<file path="config.mk">
export PLATFORM = sky130hd
export DESIGN_NAME = mem_access_unit_flat
export DESIGN_NICKNAME = d
export VERILOG_FILES = /design/src/rtl/mem_access_pkg.sv /design/src/rtl/mem_access_if.sv /design/src/rtl/mem_wb_reg.sv /design/src/rtl/mem_access_unit.sv /design/src/flat_wrapper.sv
export SDC_FILE = /design/constraint.sdc
export NUM_CORES = 1
export LEC_CHECK = 0
export ABC_CLOCK_PERIOD_IN_PS = 1500
export BUFFER_PORTS_ARGS = -buffer_cell sky130_fd_sc_hd__buf_2
export CAP_MARGIN = 20
export CELL_PAD_IN_SITES_DETAIL_PLACEMENT = 1
export CELL_PAD_IN_SITES_GLOBAL_PLACEMENT = 2
export CORE_ASPECT_RATIO = 0.6
export CORE_MARGIN = 3
export CORE_UTILIZATION = 26
export CTS_CLUSTER_DIAMETER = 60
export DETAILED_ROUTE_END_ITERATION = 8
export PLACE_DENSITY_LB_ADDON = 0.1
export SETUP_SLACK_MARGIN = 0.1
export SKIP_LAST_GASP = 1
export SYNTH_ARGS = -nofsm -noshare
export SYNTH_HDL_FRONTEND = slang
export SYNTH_SLANG_ARGS = --single-unit
export TNS_END_PERCENT = 20
</file>
<file path="constraint.sdc">
create_clock -name clock -period 1.5 [get_ports clock]
set_input_delay 0.075 -clock clock [delete_from_list [all_inputs] [get_ports clock]]
set_output_delay 0.075 -clock clock [all_outputs]
set_load 0.05 [all_outputs]
</file>
<file path="src/rtl/mem_access_pkg.sv">
// mem_access_pkg: shared widths, FSM state encoding and x0 index for the MEM stage.
package mem_access_pkg;
   localparam int DATA_W_DEF = 32;
   localparam int RD_W_DEF = 5;
   localparam int X0_IDX = 0;
   typedef enum logic {ST_IDLE, ST_REQ} state_e;
endpackage

</file>
<file path="src/rtl/mem_access_if.sv">
// mem_access_if: data-memory request/response bus between the MEM stage (master) and memory (slave).
interface mem_access_if #(parameter int DATA_W = 32);
   logic req;
   logic we;
   logic [DATA_W-1:0] addr;
   logic [DATA_W-1:0] wdata;
   logic ready;
   logic [DATA_W-1:0] rdata;
   modport master(output req, we, addr, wdata, input ready, rdata);
   modport slave(input req, we, addr, wdata, output ready, rdata);
endinterface

</file>
<file path="src/rtl/mem_wb_reg.sv">
// mem_wb_reg: MEM/WB output register; a bubble clears valid and reg_en but holds data/rd.
module mem_wb_reg #(parameter int DATA_W = 32, parameter int RD_W = 5) (
   input  logic              clock,
   input  logic              reset,
   input  logic              bubble,
   input  logic [DATA_W-1:0] wb_data_d,
   input  logic [RD_W-1:0]   wb_rd_d,
   input  logic              wb_reg_en_d,
   output logic [DATA_W-1:0] wb_data,
   output logic [RD_W-1:0]   wb_rd,
   output logic              wb_reg_en,
   output logic              wb_valid
);
   logic [DATA_W-1:0] wb_data_q;
   logic [RD_W-1:0] wb_rd_q;
   logic wb_reg_en_q, wb_valid_q;
   always_ff @(posedge clock) begin
      if (reset) begin
         wb_data_q <= '0;
         wb_rd_q <= '0;
         wb_reg_en_q <= 1'b0;
         wb_valid_q <= 1'b0;
      end else if (bubble) begin
         wb_reg_en_q <= 1'b0;
         wb_valid_q <= 1'b0;
      end else begin
         wb_data_q <= wb_data_d;
         wb_rd_q <= wb_rd_d;
         wb_reg_en_q <= wb_reg_en_d;
         wb_valid_q <= 1'b1;
      end
   end
   assign wb_data = wb_data_q;
   assign wb_rd = wb_rd_q;
   assign wb_reg_en = wb_reg_en_q;
   assign wb_valid = wb_valid_q;
endmodule

</file>
<file path="src/rtl/mem_access_unit.sv">
// mem_access_unit: RISC-V MEM stage issuing load/store over a req/ready bus and stalling until it completes.
// Define MEM_MISALIGN_CHECK_EN to reject misaligned memory ops with a misalign_err pulse instead of issuing them.
module mem_access_unit import mem_access_pkg::*; #(
   parameter int DATA_W = DATA_W_DEF,
   parameter int RD_W = RD_W_DEF
) (
   input  logic              clock,
   input  logic              reset,
   input  logic [DATA_W-1:0] alu_result_in,
   input  logic [DATA_W-1:0] store_data_in,
   input  logic [RD_W-1:0]   rd_in,
   input  logic              memtoreg_in,
   input  logic              we_in,
   input  logic              reg_en_in,
   output logic              stall,
   mem_access_if.master      dmem,
   output logic [DATA_W-1:0] wb_data,
   output logic [RD_W-1:0]   wb_rd,
   output logic              wb_reg_en,
   output logic              wb_valid,
   output logic              misalign_err
);
   state_e state_q, state_d;
   logic [DATA_W-1:0] req_addr_q, req_addr_d, req_wdata_q, req_wdata_d;
   logic [RD_W-1:0] req_rd_q, req_rd_d;
   logic req_we_q, req_we_d, req_memtoreg_q, req_memtoreg_d, req_reg_en_q, req_reg_en_d;
   logic misalign_q, misalign_d;
   logic mem_op, mis, in_req, capture, is_load, bubble, wb_reg_en_d;
   logic [DATA_W-1:0] wb_data_d;
   logic [RD_W-1:0] wb_rd_d;
`ifdef MEM_MISALIGN_CHECK_EN
   assign mis = (memtoreg_in | we_in) && (alu_result_in[1:0] != 2'b00);
`else
   assign mis = 1'b0;
`endif
   always_comb begin
      mem_op = memtoreg_in | we_in;
      in_req = state_q == ST_REQ;
      capture = !in_req && mem_op && !mis;
      stall = !reset && (in_req ? !dmem.ready : capture);
      bubble = in_req ? !dmem.ready : capture;
      state_d = in_req ? (dmem.ready ? ST_IDLE : ST_REQ) : (capture ? ST_REQ : ST_IDLE);
      req_addr_d = capture ? alu_result_in : req_addr_q;
      req_wdata_d = capture ? store_data_in : req_wdata_q;
      req_rd_d = capture ? rd_in : req_rd_q;
      req_we_d = capture ? we_in : req_we_q;
      req_memtoreg_d = capture ? memtoreg_in : req_memtoreg_q;
      req_reg_en_d = capture ? reg_en_in : req_reg_en_q;
      // store wins when both memtoreg and we are set
      is_load = req_memtoreg_q && !req_we_q;
      wb_data_d = in_req ? (is_load ? dmem.rdata : req_addr_q) : alu_result_in;
      wb_rd_d = in_req ? req_rd_q : rd_in;
      wb_reg_en_d = in_req ? is_load && req_reg_en_q && (req_rd_q != RD_W'(X0_IDX))
                           : !mis && reg_en_in && (rd_in != RD_W'(X0_IDX));
      misalign_d = !in_req && mis;
   end
   always_ff @(posedge clock) begin
      if (reset) begin
         state_q <= ST_IDLE;
         req_addr_q <= '0;
         req_wdata_q <= '0;
         req_rd_q <= '0;
         req_we_q <= 1'b0;
         req_memtoreg_q <= 1'b0;
         req_reg_en_q <= 1'b0;
         misalign_q <= 1'b0;
      end else begin
         state_q <= state_d;
         req_addr_q <= req_addr_d;
         req_wdata_q <= req_wdata_d;
         req_rd_q <= req_rd_d;
         req_we_q <= req_we_d;
         req_memtoreg_q <= req_memtoreg_d;
         req_reg_en_q <= req_reg_en_d;
         misalign_q <= misalign_d;
      end
   end
   assign dmem.req = state_q == ST_REQ;
   assign dmem.we = req_we_q;
   assign dmem.addr = {req_addr_q[DATA_W-1:2], 2'b00};
   assign dmem.wdata = req_wdata_q;
   assign misalign_err = misalign_q;
   mem_wb_reg #(.DATA_W(DATA_W), .RD_W(RD_W)) u_wb (
      .clock(clock), .reset(reset), .bubble(bubble),
      .wb_data_d(wb_data_d), .wb_rd_d(wb_rd_d), .wb_reg_en_d(wb_reg_en_d),
      .wb_data(wb_data), .wb_rd(wb_rd), .wb_reg_en(wb_reg_en), .wb_valid(wb_valid)
   );
endmodule

</file>
<file path="src/flat_wrapper.sv">
// flat-port wrapper written by rule: the top's interface ports become plain ports
module mem_access_unit_flat import mem_access_pkg::*;
#(
   parameter int DATA_W = DATA_W_DEF,
   parameter int RD_W = RD_W_DEF
)
  (clock, reset, alu_result_in, store_data_in, rd_in, memtoreg_in, we_in, reg_en_in, stall, wb_data, wb_rd, wb_reg_en, wb_valid, misalign_err, dmem_req, dmem_we, dmem_addr, dmem_wdata, dmem_ready, dmem_rdata);
  mem_access_if #(.DATA_W(DATA_W)) dmem_i ();
  input  logic clock;
  input  logic reset;
  input  logic [DATA_W-1:0] alu_result_in;
  input  logic [DATA_W-1:0] store_data_in;
  input  logic [RD_W-1:0] rd_in;
  input  logic memtoreg_in;
  input  logic we_in;
  input  logic reg_en_in;
  output logic stall;
  output logic [DATA_W-1:0] wb_data;
  output logic [RD_W-1:0] wb_rd;
  output logic wb_reg_en;
  output logic wb_valid;
  output logic misalign_err;
  output wire logic [$bits(dmem_i.req)-1:0] dmem_req;
  output wire logic [$bits(dmem_i.we)-1:0] dmem_we;
  output wire logic [$bits(dmem_i.addr)-1:0] dmem_addr;
  output wire logic [$bits(dmem_i.wdata)-1:0] dmem_wdata;
  input wire logic [$bits(dmem_i.ready)-1:0] dmem_ready;
  input wire logic [$bits(dmem_i.rdata)-1:0] dmem_rdata;
  assign dmem_req = dmem_i.req;
  assign dmem_we = dmem_i.we;
  assign dmem_addr = dmem_i.addr;
  assign dmem_wdata = dmem_i.wdata;
  assign dmem_i.ready = dmem_ready;
  assign dmem_i.rdata = dmem_rdata;
  mem_access_unit #(.DATA_W(DATA_W), .RD_W(RD_W)) u_core (.clock(clock), .reset(reset), .alu_result_in(alu_result_in), .store_data_in(store_data_in), .rd_in(rd_in), .memtoreg_in(memtoreg_in), .we_in(we_in), .reg_en_in(reg_en_in), .stall(stall), .dmem(dmem_i), .wb_data(wb_data), .wb_rd(wb_rd), .wb_reg_en(wb_reg_en), .wb_valid(wb_valid), .misalign_err(misalign_err));
endmodule
</file>
==> results of run 1 <==
[metal layers]
metal / vias up / global-route usage [%] / share of wire (%)
met3: 12 / 5.11 / 7.1
met5: - / 0 / 0
li1: 2484 / - / -
met1: 2486 / 24.6 / 48
met4: 0 / 3.42 / 0.67
met2: 166 / 29.4 / 44
[worst max-delay path, cell delays in order (launching register included)]
cell and delay [ns]:
dfxtp_4 0.39, and2_4 0.16, nor3_4 0.21, buf_12 0.15, buf_12 0.13
[logic make-up after synthesis]
family          count (synthesis)  synth area share [%]
flops                         112                  45.1
simple gates                  214                  20.1
mux                             7                  1.41
compound gates                145                  20.4
other cells                     1                0.0754
buf+inv                       119                  12.9
[cell usage after synthesis, types with 2 or more instances]
library cell / count
nand2_1: 172
dfxtp_1: 112
a21oi_1: 71
buf_4: 37
a22o_1: 32
inv_1: 32
nand4b_1: 32
o221ai_1: 32
clkbuf_1: 24
buf_2: 21
mux2i_1: 7
o2bb2ai_1: 5
buf_6: 4
nor2_1: 2
nor2b_1: 2
or4_1: 2
[per-stage QoR]
step / util, % / worst slack, ns / cells / setup TNS [ns]
5_1_grt: 39.6 / -0.0311 / 1077 / -0.320
4_1_cts: 39.2 / -0.000886 / 1073 / -0.000886
6_report: 39.6 / 0.0352 / 1077 / 0
3_5_place_dp: 33.2 / 0.0237 / 984 / 0
3_3_place_gp: 33.2 / 0.0995 / 984 / 0
2_1_floorplan: - / 0.111 / 600 / 0
[what timing repair did]
action | in CTS | in global routing
buffers inserted | 3 | 2
setup endpoints to repair | 35 | 101
hold buffers | 69 | 0
resized for setup | 10 | 0
pin swaps | 1 | 1
gates cloned | 1 | 2
endpoints found under the hold margin | 69 | 0
[power breakdown]
group          switching, mW  internal [mW]  total, mW  leakage (nW)
Sequential             0.143           3.18       3.32         0.922
Combinational           1.46          0.760       2.22          2.27
Clock                   1.23           1.49       2.72         0.161
Total                   2.83           5.43       8.26          3.35
[layout make-up]
class	instances	area (µm²)	share of cell area, %
well taps	240	300	4.13
clock buffers	9	225	3.09
flip-flops and latches	112	2250	30.9
multi-input cells	369	2120	29.2
inverters	33	124	1.70
repair buffers	307	2160	29.6
clock inverters	7	100	1.38
[flip-flops by register name, summed over array words and instances (netlist names)]
signal                 cells
u_core.req_memtoreg_q      1
u_core.u_wb.wb_rd          5
u_core.dmem.wdata         32
u_core.req_rd_q            5
u_core.u_wb.wb_reg_en      1
u_core.req_reg_en_q        1
u_core.dmem.we             1
u_core.u_wb.wb_data       32
u_core.u_wb.wb_valid       1
u_core.req_addr_q         32
u_core.dmem.req            1
[worst paths after layout]
path,from,to,slack (ns)
max,u_core.dmem.req,stall,0.04
min,rd_in[0],u_core.req_rd_q[0],0.02
max reg2reg,u_core.dmem.req,u_core.dmem.wdata[28],0.05
min reg2reg,u_core.dmem.wdata[29],u_core.dmem.wdata[29],0.45
==> results.md, run 1 <==
- Post-DP HPWL: 12900 µm
- Max-Cap Viols: 0
- Final ANT Viol Nets: 0
- Post-placement cell area: 0.00611 mm²
- Number of nets in the layout: 939
- Post-synth top area share: 45.1%
- Flops & latches, synth: 112
- Hold-critical path depth: 3
- Clk root buf: clkbuf_16
- Avg Cell Area, Syn: 8.31 µm²
- Max Fclk: 683 MHz
- Final hold vios: 0
- Post-Syn Instances: 598
- Least-Margin Pin Slew: 0.609 ns
- CP Capture Type: primary output
- DRC Markers: 0
- Die H: 113 µm
- Skew-Pair Late Insertion Delay: 0.36 ns
- Post-synth EDFFs: 0
- Clk sink count: 112
- Slew headroom: 59.4%
- Row Count: 38
- Synth area leader: dfxtp_1
- Die Area: 0.0209 mm²
- Worst clock skew: 0.00995 ns
- Most common cell after layout, fill and taps aside: buf_2
- Total Routing Usage GR: 18.2%
- Hold crit path type: input port to flop
- Synth cell types: 27
- Worst VDD drop: 499 µV
- Syn-to-layout area delta: 46.4%
- GRT Residual Overflow: 0
- Synth area leaders: dfxtp_1 (45%), nand2_1 (13%), a21oi_1 (7.1%), a22o_1 (5.6%), nand4b_1 (5.6%)
- DR vias: 5148
- Clk buf depth: 2
- Clock slew seen by the registers of the worst setup and hold paths: 0.07 ns
- Post-route design area: 0.00728 mm²
- Critical Path AT: 1.39 ns
- Core Area: 0.0184 mm²
- Final setup fails: 0
- Initial antenna violation count: 0
- H-tree Lvls: 3
- RSZ-0062 raised after global routing: true
- CTS tree: yes
- # port buffers: 210
- Wire per inst: 18.3 µm
- CTS Buf Count: 9
- DR pass1 iterations: 4
- N_diodes: 0
- Largest net degree at the start of global routing: 48
- Vias/cell: 4.78
- WHS: 0.0224 ns
- Design Power: 8.26 mW
- Slew Limit Fails: 0
- Final Critical Period: 1.46 ns
- First-pass GRT wire length: 29800 µm
- CP max FO: 6
- Critical path launch point type: flop
- Register area share after synthesis: 45.1%
- FF-to-FF path depth: 5
- Width of the die: 185 µm
- Post-Syn Area: 0.00497 mm²
- Critical path type: flop to primary output
- Fill count: 2253
- Post-route clock period utilization: 97.7%
- Gpl congestion: 0.741
- Leakage: 3.35 nW
- Yosys warns: 0
- WL final: 19800 µm
- Vias in the first global route: 5329
- Worst EP required: 1.42 ns
- Starting density of the core: 27.0%
- Most common flop cell mapped by yosys: dfxtp_1
- Boundary Pins: 214
- Layout cell share with drive strength beyond 1: 31.5%
- Commonest non-fill, non-tap cells in the layout: buf_2 (208), nand2_1 (172), dfxtp_1 (110)
- Initial DRC Count: 181
- Outcome: complete, no violations
- Power Density: 1130 mW/mm²
- Ys async rst share: 0%
Power figures use the tool's default switching activity.
==> run 2, diff against run 1 <==
--- a/config.mk
+++ b/config.mk
@@ -12,7 +12,7 @@
 export CELL_PAD_IN_SITES_GLOBAL_PLACEMENT = 2
 export CORE_ASPECT_RATIO = 0.6
 export CORE_MARGIN = 3
-export CORE_UTILIZATION = 26
+export CORE_UTILIZATION = 27
 export CTS_CLUSTER_DIAMETER = 60
 export DETAILED_ROUTE_END_ITERATION = 8
 export PLACE_DENSITY_LB_ADDON = 0.1
@@ -20,5 +20,6 @@
 export SKIP_LAST_GASP = 1
 export SYNTH_ARGS = -nofsm -noshare
 export SYNTH_HDL_FRONTEND = slang
+export SYNTH_HIERARCHICAL = 1
 export SYNTH_SLANG_ARGS = --single-unit
 export TNS_END_PERCENT = 20
==> run 2 against run 1 <==
  * Synthesized cell count fell by 0.84%
  * Non-clock buffer count shrank 2
  * Critical path type is now flop to flop
  * Cell area rose by 1.2%
  * Clock power down 13%
  * Die area is 0.83% lower
  * Wire length decreased by 7.0%
  * Setup slack improved by 0.059 ns
==> results.md, run 2 <==
- Outcome: complete, no violations
- Clk root buf: clkbuf_16
- Row Count: 38 (unchanged)
- Vias in the first global route: 5121 (-3.9%)
- CTS tree: yes
- Largest net degree at the start of global routing: 71 (+48%)
- Critical Path AT: 1.64 ns (+0.25 ns)
- Post-DP HPWL: 11600 µm (-10%)
- Most common cell after layout, fill and taps aside: buf_2
- Final Critical Period: 1.41 ns (-0.0593 ns)
- Clk sink count: 112 (unchanged)
- FF/Latch Area: 0.00225 mm² (about the same)
- Met2 routed WL: 8090 µm (-7.3%)
- Critical path launch point type: flop
- Synth area leader: dfxtp_1
- DR top layer: met5
- Final setup fails: 0 (unchanged)
- Starting density of the core: 28.0% (+0.94 points)
- Total Routing Usage GR: 16.6% (-1.6 points)
- Initial antenna violation count: 3 (+3)
- CTS Buf Count: 9 (unchanged)
- Ys async rst share: 0% (unchanged)
- Clk buf depth: 2 (unchanged)
- Met3 wire len: 1290 µm (-8.1%)
- Synth cell types: 24 (-11%)
- Wl on met1: 8810 µm (-7.2%)
- Worst VDD drop: 454 µV (-9.0%)
- Max-Cap Viols: 0 (unchanged)
- DRC Markers: 0 (unchanged)
- Width of the die: 184 µm (-0.42%)
- First-pass GRT wire length: 27400 µm (-8.0%)
- Multi-input logic area: 0.00234 mm² (+10%)
- Max Fclk: 712 MHz (+4.2%)
- Layout cell share with drive strength beyond 1: 36.1% (+4.5 points)
- GRT Residual Overflow: 0 (unchanged)
- Worst clock skew: 0.00978 ns (-0.000165 ns)
- DR vias: 4807 (-6.6%)
- Syn-to-layout area delta: 44.0%
- Design Power: 8.37 mW (+1.3%)
- CP max FO: 7 (+1)
- WL final: 18400 µm (-7.0%)
- Final ANT Viol Nets: 0 (unchanged)
- Post-synth top area share: 43.8% (-1.3 points)
- Count leader, synth: nand2_1
- Worst EP required: 1.73 ns (+0.31 ns)
- Post-Syn Instances: 593 (-0.84%)
- Die Area: 0.0207 mm² (-0.83%)
- Synth area leaders: dfxtp_1 (44%), mux2i_1 (14%), nand2_1 (8.8%), a21oi_1 (8.0%), buf_4 (5.4%)
- Vias/cell: 4.46 (-6.8%)
- FF-to-FF path depth: 7 (+2)
- Most common flop cell mapped by yosys: dfxtp_1
- Post-Syn Area: 0.00512 mm² (+2.9%)
- Avg Cell Area, Syn: 8.63 µm² (+3.8%)
- DR pass1 iterations: 4 (unchanged)
- Clock slew seen by the registers of the worst setup and hold paths: 0.07 ns (about the same)
- Post-synth EDFFs: 0 (unchanged)
- # port buffers: 210 (unchanged)
- Wire per inst: 17.0 µm (-7.2%)
- RSZ-0062 raised after global routing: true
- Hold-critical path depth: 3 (unchanged)
- Leakage: 3.43 nW (+2.4%)
- Register area share after synthesis: 43.8% (-1.3 points)
- Yosys warns: 6 (+6)
- Post-route clock period utilization: 93.7% (-4.0 points)
- Synth top cells by count: nand2_1 (120), dfxtp_1 (112), a21oi_1 (82)
- Commonest non-fill, non-tap cells in the layout: buf_2 (208), nand2_1 (120), dfxtp_1 (109)
- Power Density: 1140 mW/mm² (about the same)
- Gpl congestion: 0.769 (+3.8%)
- Final hold vios: 0 (unchanged)
- Hold crit path type: input port to flop
- Boundary Pins: 214 (unchanged)
- Initial DRC Count: 145 (-20%)
- End-of-flow core utilization: 40.3% (+0.69 points)
- Fill count: 2192 (-2.7%)
- CP Capture Type: flop
- Critical path type: flop to flop
- Number of nets in the layout: 941 (+0.21%)
- Skew-Pair Late Insertion Delay: 0.35 ns (about the same)
- H-tree Lvls: 3 (unchanged)
- Core Area: 0.0183 mm² (-0.52%)
- Flops & latches, synth: 112 (unchanged)
- Slew Limit Fails: 0 (unchanged)
- Die H: 113 µm (-0.42%)
-- run 2: metrics by stage --
stage               area (µm²)  instances  setup slack [ns]  hold slack (ns)  setup TNS, ns
CTS                       7180       1069            0.0941           0.0310              0
floorplan                 5150        595           -0.0461            0.149          -1.10
detailed placement        6140        981             0.122            0.328              0
global placement          6140        981             0.155            0.317              0
finish                    7370       1079            0.0946           0.0445              0
global route              7370       1078            0.0334           0.0507              0
-- run 2: layer usage --
layer,up-vias,global-route usage (%)
li1,2394,-
met1,2264,21.4
met2,129,26.9
met3,16,5.76
met4,4,4.08
met5,-,0
-- run 2: final cells by class --
cell class	count	area share [%]
Clock buffer	10	3.11
Inverter	1	0.0509
Clock inverter	4	0.645
Timing Repair Buffer	305	29.8
Tap cell	240	4.08
Antenna cell	2	0.0679
Sequential cell	112	30.5
Multi-Input combinational cell	405	31.7
-- run 2: kinds of logic (layout without fill, tap and decap cells) --
kind of cell / count (synthesis) / in the layout / share of synthesized area (%)
muxes: 76 / 76 / 15.0
other: 1 / 5 / 0.0733
DFF: 112 / 112 / 43.8
and+or+nand+nor: 218 / 218 / 17.3
buffers and inverters: 78 / 320 / 11.3
AOI/OAI and AO/OA: 108 / 108 / 12.5
-- run 2: worst max-delay path, stage by stage, from the launching register on --
cell	delay (ns)
dfxtp_2	0.33
nor2b_4	0.15
buf_12	0.15
clkbuf_16	0.17
mux2i_1	0.18
a21oi_1	0.09
mux2i_1	0.16
nor2_1	0.06
-- run 2: path summary, 6_finish.rpt --
path                              start                endpoint  slack (ns)
setup / recovery  u_core/req_memtoreg_q  u_core/u_wb/wb_data[1]        0.09
hold / removal                    we_in          u_core/dmem.we        0.04
setup reg to reg  u_core/req_memtoreg_q  u_core/u_wb/wb_data[1]        0.09
hold reg to reg   u_core/dmem.wdata[25]   u_core/dmem.wdata[25]        0.46
-- run 2: what timing repair did --
item	4_1_cts	5_1_grt
pin swaps	1	10
hold buffers	70	0
endpoints found under the setup margin	1	102
setup buffers	4	2
cloned	0	6
hold endpoints to repair	70	0
resized for setup	4	5
-- run 2: where the power goes --
part           leakage, nW  total, mW  internal [mW]  switching, mW
clock network        0.134       2.38           1.27           1.10
logic                 2.37       2.61          0.917           1.70
registers            0.925       3.38           3.22          0.156
